`config.mk`:
```
export PLATFORM = sky130hd
export DESIGN_NAME = sync_to_wchb_bridge
export DESIGN_NICKNAME = d
export VERILOG_FILES = /design/src/rtl/async_pkg.sv /design/src/rtl/sync_ff.sv /design/src/rtl/sync_to_wchb_bridge.sv
export SDC_FILE = /design/constraint.sdc
export NUM_CORES = 1
export LEC_CHECK = 0
export CORE_ASPECT_RATIO = 0.75
export CORE_MARGIN = 4
export CORE_UTILIZATION = 40
export DETAILED_ROUTE_END_ITERATION = 6
export SLEW_MARGIN = 10
export SYNTH_ARGS = -nofsm -noshare
export SYNTH_HDL_FRONTEND = slang
export SYNTH_SLANG_ARGS = --single-unit
```
`constraint.sdc`:
```
create_clock -name clk -period 5.56 [get_ports clk]
set_input_delay 1.39 -clock clk [delete_from_list [all_inputs] [get_ports clk]]
set_output_delay 1.39 -clock clk [all_outputs]
set_load 0.05 [all_outputs]
```
`src/rtl/async_pkg.sv`:
```
// async_pkg: shared handshake state type for the clocked-to-async bridge
package async_pkg;
  typedef enum logic [1:0] {IDLE, SETUP, REQ_HI, RTZ} bridge_state_t;
endpackage

```
`src/rtl/sync_ff.sv`:
```
// sync_ff: flop-chain synchronizer for an asynchronous level input
module sync_ff #(
  parameter int STAGES = 2
) (
  input  logic clk,
  input  logic rst,
  input  logic d,
  output logic q
);
  logic [STAGES-1:0] chain;
  // shift the async level through the flop chain
  always_ff @(posedge clk or posedge rst)
    if (rst) chain <= '0;
    else chain <= {chain[STAGES-2:0], d};
  assign q = chain[STAGES-1];
endmodule

```
`src/rtl/sync_to_wchb_bridge.sv`:
```
// sync_to_wchb_bridge: buffers a valid/ready stream and drives a 4-phase bundled-data handshake
module sync_to_wchb_bridge
  import async_pkg::*;
#(
  parameter int DATA_W      = 32,
  parameter int BUF_DEPTH   = 2,
  parameter int SYNC_STAGES = 2,
  parameter int TMO_W       = 12
) (
  input  logic              clk,
  input  logic              rst,
  input  logic              s_valid,
  output logic              s_ready,
  input  logic [DATA_W-1:0] s_data,
  output logic              o_req,
  output logic [DATA_W-1:0] o_data,
  input  logic              i_ack,
  output logic              o_busy,
  output logic              o_timeout
);
  localparam int AW = $clog2(BUF_DEPTH);
  localparam logic [TMO_W-1:0] TMO_LAST = ~TMO_W'(1);
  logic [DATA_W-1:0] mem [BUF_DEPTH];
  logic [AW:0] wr_ptr, rd_ptr;
  logic [TMO_W-1:0] tmo_cnt;
  logic full, empty, push, pop, ack_s, step;
  bridge_state_t state, state_nx;
  assign empty   = wr_ptr == rd_ptr;
  assign full    = (wr_ptr[AW] != rd_ptr[AW]) && (wr_ptr[AW-1:0] == rd_ptr[AW-1:0]);
  assign s_ready = !full;
  assign push    = s_valid && !full;
  assign pop     = state == IDLE && !empty;
  assign o_busy  = state != IDLE || !empty;
  assign step    = state_nx != state;
  sync_ff #(.STAGES(SYNC_STAGES)) u_ack_sync (.clk(clk), .rst(rst), .d(i_ack), .q(ack_s));
  // FIFO storage; contents are don't-care until written
  always_ff @(posedge clk)
    if (push) mem[wr_ptr[AW-1:0]] <= s_data;
  // FIFO pointers with natural wrap
  always_ff @(posedge clk or posedge rst)
    if (rst) begin
      wr_ptr <= '0;
      rd_ptr <= '0;
    end else begin
      wr_ptr <= wr_ptr + (AW+1)'(push);
      rd_ptr <= rd_ptr + (AW+1)'(pop);
    end
  // handshake sequencing; SETUP also holds off while a stale ack is still high
  always_comb begin
    state_nx = state;
    state_nx = state == IDLE   ? (empty ? IDLE : SETUP) :
               state == SETUP  ? (ack_s ? SETUP : REQ_HI) :
               state == REQ_HI ? (ack_s ? RTZ : REQ_HI) :
                                 (ack_s ? RTZ : IDLE);
  end
  // state, glitch-free registered req, data latch and sticky phase timeout
  always_ff @(posedge clk or posedge rst)
    if (rst) begin
      state     <= IDLE;
      o_req     <= 1'b0;
      o_data    <= '0;
      tmo_cnt   <= '0;
      o_timeout <= 1'b0;
    end else begin
      state   <= state_nx;
      o_req   <= state_nx == REQ_HI;
      tmo_cnt <= (step || state == IDLE) ? '0 : tmo_cnt + TMO_W'(tmo_cnt != '1);
      if (pop) o_data <= mem[rd_ptr[AW-1:0]];
      if (!step && state != IDLE && tmo_cnt == TMO_LAST) o_timeout <= 1'b1;
    end
endmodule
```
==> Word level (Yosys, flattened, before mapping) <==
Memory sizes are Yosys's and may differ from the RTL's. A register that Yosys moved wholly into a read port is not among the register bits.
Cells that the tools add are included.
Widths: inputs -> output; s select.
{ "totals": {"register_bits": 22, "latch_bits": 0, "ram_bits": 64, "romBits": 0, "in_bits": 36, "out_inout_bits": 36, "elab_cells": 42, "n_memories": 1} }
{ "memory_table": {"columns": ["name", "words", "width", "rd", "rd_clocked_by_memory_dff", "wr", "line_no", "source"], "rows": [
  ["mem", 2, 32, 1, 1, 1, "sync_to_wchb_bridge.sv:23", "logic [DATA_W-1:0] mem [BUF_DEPTH];"]
]} }
{ "classes": {"add_sub_neg": 3, "multipliers": 0, "div": 0, "n_lt_le_gt_ge": 0, "eq_ne": 9, "n_shift": 0, "muxes": 10, "n_bitwise": 0, "reduce_logical": 12} }
{ "op_table": {"columns": ["cell", "n"], "rows": [
  ["$add 12x1->12", 1],
  ["$eq 12x12->1 const B", 1],
  ["$mux 12", 1],
  ["$ne 12x12->1 const B", 1],
  ["$mux 2", 5],
  ["$logic_and 1x1->1", 5],
  ["$add 2x1->2", 2],
  ["$eq 2x2->1 const B", 2],
  ["$mux 1", 4],
  ["$logic_not 1->1", 3],
  ["$eq 2x1->1 const B", 1],
  ["$eq 2x2->1", 1],
  ["$logic_not 2->1", 1],
  ["$logic_or 1x1->1", 2],
  ["$ne 2x2->1", 1],
  ["$reduce_bool 2->1", 1],
  ["$eq 1x1->1", 1],
  ["$ne 1x1->1", 1]
]} }

==> Depth between registers and ports, before layout <==
Gate-level depths: netlist (run 1).
{ "logic_depth": {"depth_word": 8, "ltp_mapped": 8, "depth_no_buf": 8} }

==> By module <==
From an unflattened synthesis (run 1), not the netlist that was laid out.
{ "unflattened": {"cells_unflattened": 262, "hier_area_um2": 4574.4} }
{ "modules_own_cells": {"columns": ["module", "n_inst", "cells_per_inst", "area_per_inst_um2", "seq_area_each_um2"], "rows": [
  ["sync_to_wchb_bridge", 1, 259, 4520.6, 3223.1],
  ["sync_ff", 1, 3, 53.8, 50.0]
]} }

==> Worst setup path before layout (run 1) <==
OpenSTA, ideal clock, no wires.
{ "synth_timing": {"kind": "input port to flip-flop", "from": "input port s_valid", "to": "memory mem[1][0] (enable)", "setup_time_ns": 0.394, "arrival_time_ns": 2.387, "required_time_ns": 5.166, "setup_slack_ns": 2.780, "cell_stages": 2, "path_buffers": 0, "path_cell_list": "and2_1 > ha_1"} }
{ "synth_via": {"elab_chain_cells": 3} }
{ "synth_rtl": {"columns": ["element", "line_no", "source"], "rows": [
  ["start: declaration", "sync_to_wchb_bridge.sv:12", "input logic s_valid,"],
  ["$logic_and 1x1->1", "sync_to_wchb_bridge.sv:31", "assign push = s_valid && !full;"],
  ["$mux 1", "sync_to_wchb_bridge.sv:38", "if (push) mem[wr_ptr[AW-1:0]] <= s_data;"],
  ["$mux 1 (not written as such)", "sync_to_wchb_bridge.sv:38", null],
  ["end: declaration", "sync_to_wchb_bridge.sv:23", null]
]} }
No other way between the ends.

==> Worst setup path after layout (run 1) <==
{ "layout_timing": {"from": "register rd_ptr[0]", "to": "output port o_busy"} }
{ "layout_via": {"elab_chain_cells": 3} }
{ "layout_rtl": {"columns": ["element", "line_no", "source"], "rows": [
  ["start: declaration", "sync_to_wchb_bridge.sv:24", "logic [AW:0] wr_ptr, rd_ptr;"],
  ["start signal: assignment", "sync_to_wchb_bridge.sv:46", "rd_ptr <= rd_ptr + (AW+1)'(pop);"],
  ["$eq 2x2->1", "sync_to_wchb_bridge.sv:28", "assign empty = wr_ptr == rd_ptr;"],
  ["$logic_not 1->1", "sync_to_wchb_bridge.sv:33", "assign o_busy = state != IDLE || !empty;"],
  ["$logic_or 1x1->1", "sync_to_wchb_bridge.sv:33", null],
  ["end: declaration", "sync_to_wchb_bridge.sv:18", "output logic o_busy,"]
]} }
No other way between the ends.

==> results of run 1 <==
==> layout make-up <==
type,count,area [um2]
inverter,6,22.5
multi-input combinational,130,1210
clock inverter,7,92.6
fill,876,5030
tap,140,175
clock buffer,25,505
timing repair buffer,72,718
sequential,118,3270
==> placed cells by master, fill, tap and decap left out, drive strengths merged, types with 2 or more instances in the layout <==
master,synthesis,layout
or4,4,4
edfxtp,64,64
mux2,64,64
or3,3,3
nand4,2,2
nor2b,2,2
o21ai,4,4
clkbuf,3,25
nand2,5,5
inv,6,6
and2,2,2
nor4,2,2
ha,5,5
nand2b,2,2
o31ai,4,4
nor2,6,6
clkinvlp,0,2
dfrtp,54,54
clkdlybuf4s50,0,71
clkinv,0,3
bufinv,0,2
a21oi,6,6
xnor2,5,5
xor2,4,4
nand3,5,5
==> worst register-to-register path, stage by stage, from the launching register on <==
cell	delay (ps)
dfrtp_2	870
xnor2_2	220
a21boi_4	940
mux2_2	450
==> cells in the mapped netlist (3+ instances only) <==
| cell type | number | share of area, % |
|---|---|---|
| o31ai_1 | 3 | 0.49 |
| a21oi_1 | 6 | 0.66 |
| buf_6 | 3 | 0.74 |
| nand3_1 | 4 | 0.44 |
| o21ai_0 | 4 | 0.44 |
| nor2_1 | 6 | 0.49 |
| nand2_1 | 5 | 0.41 |
| clkbuf_1 | 3 | 0.25 |
| dfrtp_1 | 54 | 30 |
| xnor2_1 | 4 | 0.77 |
| or4_1 | 4 | 0.66 |
| ha_1 | 5 | 1.4 |
| xor2_1 | 4 | 0.77 |
| mux2_2 | 63 | 16 |
| edfxtp_1 | 64 | 42 |
| inv_1 | 6 | 0.49 |
==> metal layers <==
| layer | vias to the layer above | global-route usage, % | wire, um |
|---|---|---|---|
| met4 | 0 | 6.05 | 131 |
| met2 | 62 | 19.1 | 3540 |
| met3 | 12 | 5.71 | 458 |
| met5 | - | 0 | 0 |
| li1 | 1152 | - | - |
| met1 | 1224 | 18.9 | 4200 |
==> report_power, final <==
part / internal (mW) / total [mW] / switching, mW / leakage, nW
clock: 0.717 / 1.07 / 0.354 / 0.287
sequential: 1.26 / 1.43 / 0.170 / 1.25
combinational: 0.597 / 1.44 / 0.840 / 0.677
total: 2.57 / 3.94 / 1.36 / 2.22
==> path summary, 6_finish.rpt <==
kind	endpoint	cells past startpoint
max	o_busy	3
min	u_ack_sync.chain[1]	0
max reg2reg	o_data[11]	3
min reg2reg	u_ack_sync.chain[1]	0
max in group asynchronous	rd_ptr[0]	3
min in group asynchronous	tmo_cnt[8]	2
==> metrics by stage <==
| step | hold slack, ps | area (um2) |
|---|---|---|
| 6_report | 350 | 6000 |
| 4_1_cts | 347 | 6000 |
| 3_5_place_dp | 336 | 5400 |
| 3_3_place_gp | 331 | 5400 |
| 2_1_floorplan | 331 | 4560 |
| 5_1_grt | 362 | 6000 |
==> cells by family after synthesis <==
logic type	Yosys count
flops	118
mux	65
simple gates	34
compound gates	17
buf+inv	14
xor+xnor	9
fa+ha+maj	5
==> registers in the layout, summed over array words and instances, names as in the netlist <==
name              cells
state                 2
tmo_cnt              12
wr_ptr                2
o_data               32
u_ack_sync.chain      2
o_timeout             1
o_req                 1
mem                  64
rd_ptr                2
==> reports/summary.txt, run 1 <==
==========================================================================================
Unrepaired setup endpoints after global routing                                         no
CTS sink cnt                                                                           118
Number of buffers added for setup after CTS                                              0
Family of cells with the greatest summed delay on the critical path             flip-flops
Netlist area before placement                                                     4560 um2
DR pass1 iterations                                                                      4
Most frequently used flop master after synthesis                                  edfxtp_1
Synth warnings                                                                           0
Number of synthesized register bits                                                    118
Height of the chip                                                                  100 um
Post-route non-filler standard cell count                                              498
Maximum clock skew at final layout                                                 8.52 ps
ANT nets after route                                                                     0
CTS Buf Count                                                                           17
Die extent in x                                                                     131 um
Count of pins over their slew limit                                                      0
All-Layer GR Usage                                                                   13.7%
Minimum clock period after layout                                                  3860 ps
Period utilisation layout                                                            69.3%
Via Count                                                                             2450
Share of synthesized cell area in full adder, half adder and majority cells          1.37%
Kind of start point of the critical path                                              flop
Layout cell share with drive strength beyond 1                                       28.5%
Root Buffer Master                                                               clkbuf_16
Maximum clock insertion buffer count                                                     2
Count of flip-flops with a built-in enable after synthesis                              64
Result of the run                                                                completed
Multiplexer share of the synthesized area                                            16.0%
Htree depth                                                                              4
Number of distinct library cells after synthesis                                        35
Critical Path Max Stage Delay                                                       870 ps
Clock latency on the worst-skew pair                                                400 ps
Routed len/inst                                                                    16.7 um
Post-synthesis sequential area ratio                                                 71.8%
Endpoints failing setup                                                                  0
Post-placement worst setup slack                                                   2060 ps
Final HPWL from detailed placement                                                 5330 um
PwrDens                                                                         656 nW/um2
Post-layout total power                                                            3.94 mW
Cell type of the slowest stage on the worst timing path                            dfrtp_2
Startpoint of the most critical register-to-register path                        rd_ptr[0]
Synthesized-area fraction occupied by ao, oa, aoi and oai cells                      2.61%
Crit path capture type                                                        primary output
Antenna violations before repair                                                         0
Core box area                                                                    11000 um2
Tightest Pin Transition                                                            1190 ps
Final hold violation count                                                               0
Startpoint-to-endpoint class of the critical path                                  reg2out
Max-Cap Viols                                                                            0
Type of the tightest min-delay check                                               reg2reg
Post-detailed-route DRC marker count                                                     0
Boundary pin count                                                                      72
Remaining global-route overflow                                                          0
Wirelength, routed                                                                 8330 um
Std cell rows                                                                           33
Number of nets in the synthesized netlist                                              303
Number of instances in the placed design                                               466
Ordered cell list for the critical path                                       xnor2_2 -> nand3_1 -> clkdlybuf4s50_1
Number of buffer and inverter stages on the critical path                                1
CTS tree                                                                               yes
Clock-pin slew on the worst setup and hold paths                                     50 ps
Data required, critical path                                                       4170 ps
Port-buffer cells                                                                       71
Achievable Freq                                                                    259 MHz
Setup tns final                                                                       0 ps
Worst setup path startpoint                                                      rd_ptr[0]
CTS hold repair buffers                                                                  0
Cell leakage power                                                                 2.22 nW
Mean instance size in the synthesized netlist                                     17.4 um2
Main combinational cell family by area after synthesis                        multiplexers
Antenna cell count                                                                       0
Minimum setup slack among reg-to-reg paths                                         2960 ps
Simple-gate area share of the yosys netlist                                          4.50%
Initial cell density of the core                                                     41.3%
Initial DRC Count                                                                      154
Worst voltage drop across the vdd grid                                            0.400 mV
Post-synthesis share of cell area spent on xor and xnor gates                        1.89%
Async S/R FF share, synth                                                            45.8%
Number of global-route vias before repair                                             2552
P&R area growth vs syn                                                               31.6%
Highest net fanout along the worst path                                                 34
Final nets                                                                             386
Critical Path AT                                                                   2470 ps
Die Footprint                                                                    13200 um2
Gate Count Post-Synth                                                                  262
Final cell utilization of the core                                                   54.4%
Largest net degree at the start of global routing                                       35
Startpoint of the lowest-slack hold path                                      u_ack_sync.chain[0]
First-pass GRT wire length                                                        13500 um
Total of cells resized after clock tree synthesis                                        0
Relative slew margins                                                                20.6%
Least setup slack across all paths after layout                                    1700 ps
Vias per std cell                                                                     4.92
Weighted congestion at the end of routability-driven global placement                0.676
==========================================================================================
(Power assumes the default switching activity.)
==> run 2: changes to the inputs <==
- clock period: 5.56 -> 3.2 ns (I/O delays scaled with it)
==> reports/summary.txt, run 2 (synthesis results as in run 1) <==
====================================================================================
Number of buffers added for setup after CTS                                        0   unchanged
Initial DRC Count                                                                130   -16%
Final HPWL from detailed placement                                           5360 um   +0.58%
P&R area growth vs syn                                                         33.2%
Port-buffer cells                                                                 71   unchanged
CTS Buf Count                                                                     17   unchanged
Height of the chip                                                            100 um   unchanged
Least setup slack across all paths after layout                               827 ps   -877 ps
Root Buffer Master                                                         clkbuf_16
Period utilisation layout                                                      74.2%
Maximum clock skew at final layout                                           11.9 ps   +3.34 ps
Layout filler cell count                                                         902   +3.0%
Final cell utilization of the core                                             55.0%   +0.65 points
DR pass1 iterations                                                                4   unchanged
Vias per std cell                                                               4.82   -2.0%
CTS tree                                                                         yes
Count of pins over their slew limit                                                0   unchanged
Post-detailed-route DRC marker count                                               0   unchanged
Achievable Freq                                                              421 MHz
Final nets                                                                       391   +1.3%
Antenna cell count                                                                 0   unchanged
Weighted congestion at the end of routability-driven global placement          0.681   +0.78%
Core box area                                                              11000 um2   unchanged
Maximum clock insertion buffer count                                               2   unchanged
Largest net degree at the start of global routing                                 34   -2.9%
Critical Path AT                                                             1570 ps   -900 ps
Kind of start point of the critical path                                        flop
First-pass GRT wire length                                                  13500 um   +0.25%
All-Layer GR Usage                                                             13.6%   -0.11 points
Tightest Pin Transition                                                       853 ps   -335 ps
Htree depth                                                                        4   unchanged
Boundary pin count                                                                72   unchanged
Via Count                                                                       2426   -0.98%
Remaining global-route overflow                                                    0   unchanged
Routed len/inst                                                              16.3 um   -2.8%
Layout cell share with drive strength beyond 1                                 30.9%   +2.4 points
Leading cell type in the layout, fill and taps excluded                 clkdlybuf4s50_1
Die extent in x                                                               131 um   unchanged
CTS hold repair buffers                                                            0   unchanged
Startpoint-to-endpoint class of the critical path                            reg2out
Clock latency on the worst-skew pair                                          400 ps   about the same
Worst voltage drop across the vdd grid                                      0.861 mV   +120%
Family of cells with the greatest summed delay on the critical path     buffers and inverters
Max-Cap Viols                                                                      0   unchanged
Number of flip-flops under the largest register name                              64   unchanged
Unrepaired setup endpoints after global routing                                   no
Initial cell density of the core                                               41.3%   unchanged
Result of the run                                                          completed
Die Footprint                                                              13200 um2   unchanged
Crit path capture type                                                  primary output
PwrDens                                                                  1140 nW/um2   +74%
Endpoints failing setup                                                            0   unchanged
CTS sink cnt                                                                     118   unchanged
Clock-pin slew on the worst setup and hold paths                               50 ps   about the same
Cell leakage power                                                           2.25 nW   +1.5%
Highest net fanout along the worst path                                            2   -94%
Number of global-route vias before repair                                       2627   +2.9%
Std cell rows                                                                     33   unchanged
Ordered cell list for the critical path                                 clkdlybuf4s50_1
Minimum clock period after layout                                            2370 ps
Cell type of the slowest stage on the worst timing path                 clkdlybuf4s50_1
Post-placement worst setup slack                                              737 ps   -1320 ps
Data required, critical path                                                 2400 ps   -1770 ps
Number of buffer and inverter stages on the critical path                          1   unchanged
Critical Path Max Stage Delay                                                 820 ps   -50 ps
Relative slew margins                                                          42.9%   +22 points
Final hold violation count                                                         0   unchanged
Total of cells resized after clock tree synthesis                                  0   unchanged
ANT nets after route                                                               0   unchanged
Antenna violations before repair                                                   0   unchanged
Type of the tightest min-delay check                                         reg2reg
Setup tns final                                                                 0 ps   unchanged
Wirelength, routed                                                           8180 um   -1.8%
Commonest cells after routing, fill and taps aside                      clkdlybuf4s50_1, edfxtp_1, mux2_2, dfrtp_1, clkbuf_16
Post-layout total power                                                      6.94 mW   +76%
====================================================================================
## run 2: cell count changes in the layout (fill, tap and decap cells not counted), sizes merged
cell / previous run / this run
buf: 1 / 8
clkbuf: 25 / 18
inv: 6 / 10
clkdlybuf4s50: 71 / 69
clkinvlp: 2 / 4
bufinv: 2 / 3
## run 2: layout make-up
cell class                 count  area [um2]  area share [%]
inverter                       6        22.5           0.371
clock buffer                  18         439            7.24
multi-input combinational    130        1210            19.9
timing repair buffer          77         776            12.8
tap                          140         175            2.89
sequential                   118        3270            54.0
clock inverter                14         173            2.85
## run 2: final timing paths
path	start	to	slack (ps)	depth (start not counted)
setup / recovery	o_data[24]	o_data[24]	830	1
hold / removal	u_ack_sync.chain[0]	u_ack_sync.chain[1]	350	0
setup reg to reg	tmo_cnt[5]	tmo_cnt[10]	1090	8
hold reg to reg	u_ack_sync.chain[0]	u_ack_sync.chain[1]	350	0
max in group asynchronous	rst	rd_ptr[0]	1980	3
min in group asynchronous	rst	tmo_cnt[7]	620	2
## run 2: metal layers
layer  GRT usage [%]  vias up  share of wire, %
met3            6.66        4               5.2
met2            19.9       59                45
li1                -     1155                 -
met1            18.0     1208                49
met4            4.36        0              0.65
met5               0        -                 0
## run 2: per-stage QoR
| step | area (um2) | instances | hold WS, ps |
|---|---|---|---|
| floorplan | 4560 | 262 | 331 |
| global placement | 5460 | 471 | 331 |
| detailed placement | 5460 | 471 | 344 |
| CTS | 6070 | 503 | 357 |
| global route | 6070 | 503 | 369 |
| finish | 6070 | 503 | 355 |
## run 2: where the power goes
group / internal (mW) / switching [mW]
clock network: 1.25 / 0.678
logic: 1.08 / 1.54
registers: 2.18 / 0.206
total: 4.52 / 2.43
==> run 3: changes to the inputs <==
- clock period: 3.2 -> 2.1 ns (I/O delays scaled with it)
==> reports/summary.txt, run 3 (synthesis results as in run 1) <==
====================================================================================
Result of the run                                                          completed
Port-buffer cells                                                                 71   unchanged
Family of cells with the greatest summed delay on the critical path     buffers and inverters
Number of instances in the placed design                                         476   +1.1%
Highest net fanout along the worst path                                            1   -1
Leading cell type in the layout, fill and taps excluded                     edfxtp_1
Cell leakage power                                                           2.53 nW   +13%
Area of combinational cells with multiple inputs                            1260 um2   +4.5%
Initial cell density of the core                                               41.3%   unchanged
Startpoint of the most critical register-to-register path                 tmo_cnt[3]
Startpoint of the lowest-slack hold path                                u_ack_sync.chain[0]
Via Count                                                                       2464   +1.6%
Achievable Freq                                                              493 MHz
Maximum clock skew at final layout                                           8.08 ps   -3.79 ps
Worst voltage drop across the vdd grid                                      0.871 mV   +1.1%
Startpoint-to-endpoint class of the critical path                            reg2out
Unrepaired setup endpoints after global routing                                   no
Final HPWL from detailed placement                                           5310 um   -1.0%
First-pass GRT wire length                                                  13700 um   +0.97%
Initial DRC Count                                                                 80   -38%
CTS Buf Count                                                                     17   unchanged
Critical Path AT                                                             1500 ps   -70 ps
All-Layer GR Usage                                                             13.5%   -0.083 points
Worst setup path startpoint                                                    o_req
Post-detailed-route DRC marker count                                               0   unchanged
Count of pins over their slew limit                                                0   unchanged
Largest net degree at the start of global routing                                 55   +62%
Antenna violations before repair                                                   0   unchanged
Post-route non-filler standard cell count                                        512   +1.8%
Number of stages on the worst setup path                                           1   unchanged
Boundary pin count                                                                72   unchanged
Instance area at placement                                                  5570 um2   +2.2%
Clock latency on the worst-skew pair                                          400 ps   about the same
Maximum clock insertion buffer count                                               2   unchanged
ANT nets after route                                                               0   unchanged
Wirelength, routed                                                           8240 um   +0.77%
P&R area growth vs syn                                                         38.3%
Period utilisation layout                                                      96.6%
Data required, critical path                                                 1570 ps   -830 ps
Vias per std cell                                                               4.81   -0.22%
CTS sink cnt                                                                     118   unchanged
PwrDens                                                                  1730 nW/um2   +51%
Max-Cap Viols                                                                      0   unchanged
Std cell rows                                                                     33   unchanged
Cell type of the slowest stage on the worst timing path                 clkdlybuf4s50_1
Number of flip-flops under the largest register name                              64   unchanged
Antenna cell count                                                                 0   unchanged
Final hold violation count                                                         0   unchanged
Final std cell area, no fill                                                6300 um2   +3.9%
Core box area                                                              11000 um2   unchanged
Ordered cell list for the critical path                                 clkdlybuf4s50_1
Kind of start point of the critical path                                        flop
Clock-pin slew on the worst setup and hold paths                               50 ps   about the same
Root Buffer Master                                                         clkbuf_16
Crit path capture type                                                  primary output
Routed len/inst                                                              16.1 um   -1.0%
CTS hold repair buffers                                                            0   unchanged
Die Footprint                                                              13200 um2   unchanged
Height of the chip                                                            100 um   unchanged
Number of buffer and inverter stages on the critical path                          1   unchanged
DR pass1 iterations                                                                5   +1
Layout filler cell count                                                         862   -4.4%
Commonest cells after routing, fill and taps aside                      edfxtp_1, mux2_2, dfrtp_1, clkdlybuf4s50_1, dlymetal6s2s_1
Relative slew margins                                                          65.8%   +23 points
Critical Path Max Stage Delay                                                 790 ps   -30 ps
Endpoints failing setup                                                            0   unchanged
Worst hold path cell count                                                         0   unchanged
Layout cell share with drive strength beyond 1                                 35.2%   +4.4 points
Tightest Pin Transition                                                       512 ps   -341 ps
Minimum clock period after layout                                            2030 ps
Final nets                                                                       400   +2.3%
CTS tree                                                                         yes
Worst-case reg-to-reg path depth                                                   9   +1
Htree depth                                                                        4   unchanged
Weighted congestion at the end of routability-driven global placement          0.702   +3.1%
Remaining global-route overflow                                                    0   unchanged
Number of global-route vias before repair                                       2653   +0.99%
Die extent in x                                                               131 um   unchanged
Reg area                                                                    3280 um2   +0.15%
Type of the tightest min-delay check                                         reg2reg
====================================================================================
-- run 3: what timing repair did --
item | 4_1_cts | 5_1_grt
endpoints found under the setup margin | 11 | 26
pin swaps | 1 | 1
buffers inserted | 2 | 2
gates resized for setup | 10 | 31
gates cloned | 0 | 0
-- run 3: cell type report --
class	count	area share [%]
Clock buffer	20	7.09
Clock inverter	12	2.80
Inverter	6	0.357
Multi-Input combinational cell	130	20.0
Sequential cell	118	52.0
Tap cell	140	2.78
Timing Repair Buffer	86	14.9
-- run 3: worst paths after layout --
| check | endpoint | slack, ps |
|---|---|---|
| min reg2reg | u_ack_sync.chain[1] | 350 |
| max in group asynchronous | tmo_cnt[2] | 1320 |
| min | u_ack_sync.chain[1] | 350 |
| min in group asynchronous | o_data[24] | 510 |
| max reg2reg | tmo_cnt[8] | 140 |
| max | o_req | 70 |
-- run 3: metrics by stage --
| step | setup slack (ps) | total power [mW] | TNS [ps] | util [%] | hold WS [ps] |
|---|---|---|---|---|---|
| 2_1_floorplan | 82.8 | 6.57 | 0 | - | 331 |
| 3_3_place_gp | 87.7 | 7.96 | 0 | 50.6 | 336 |
| 3_5_place_dp | -23.2 | 8.01 | -23.2 | 50.6 | 343 |
| 4_1_cts | 0.303 | 11.0 | 0 | 56.2 | 355 |
| 5_1_grt | 4.51 | 11.4 | 0 | 57.2 | 374 |
| 6_report | 71.2 | 10.9 | 0 | 57.2 | 355 |
-- run 3: power breakdown --
group	internal, mW	leakage, nW	switching [mW]	total, mW
clock network	2.02	0.302	0.979	2.99
logic	1.81	0.986	2.42	4.24
registers	3.33	1.25	0.325	3.65
-- run 3: metal layers --
| layer | GRT usage [%] | vias up | wire length, um |
|---|---|---|---|
| li1 | - | 1174 | - |
| met1 | 18.2 | 1210 | 3980 |
| met2 | 19.7 | 66 | 3630 |
| met3 | 5.31 | 14 | 493 |
| met4 | 6.05 | 0 | 146 |
| met5 | 0 | - | 0 |
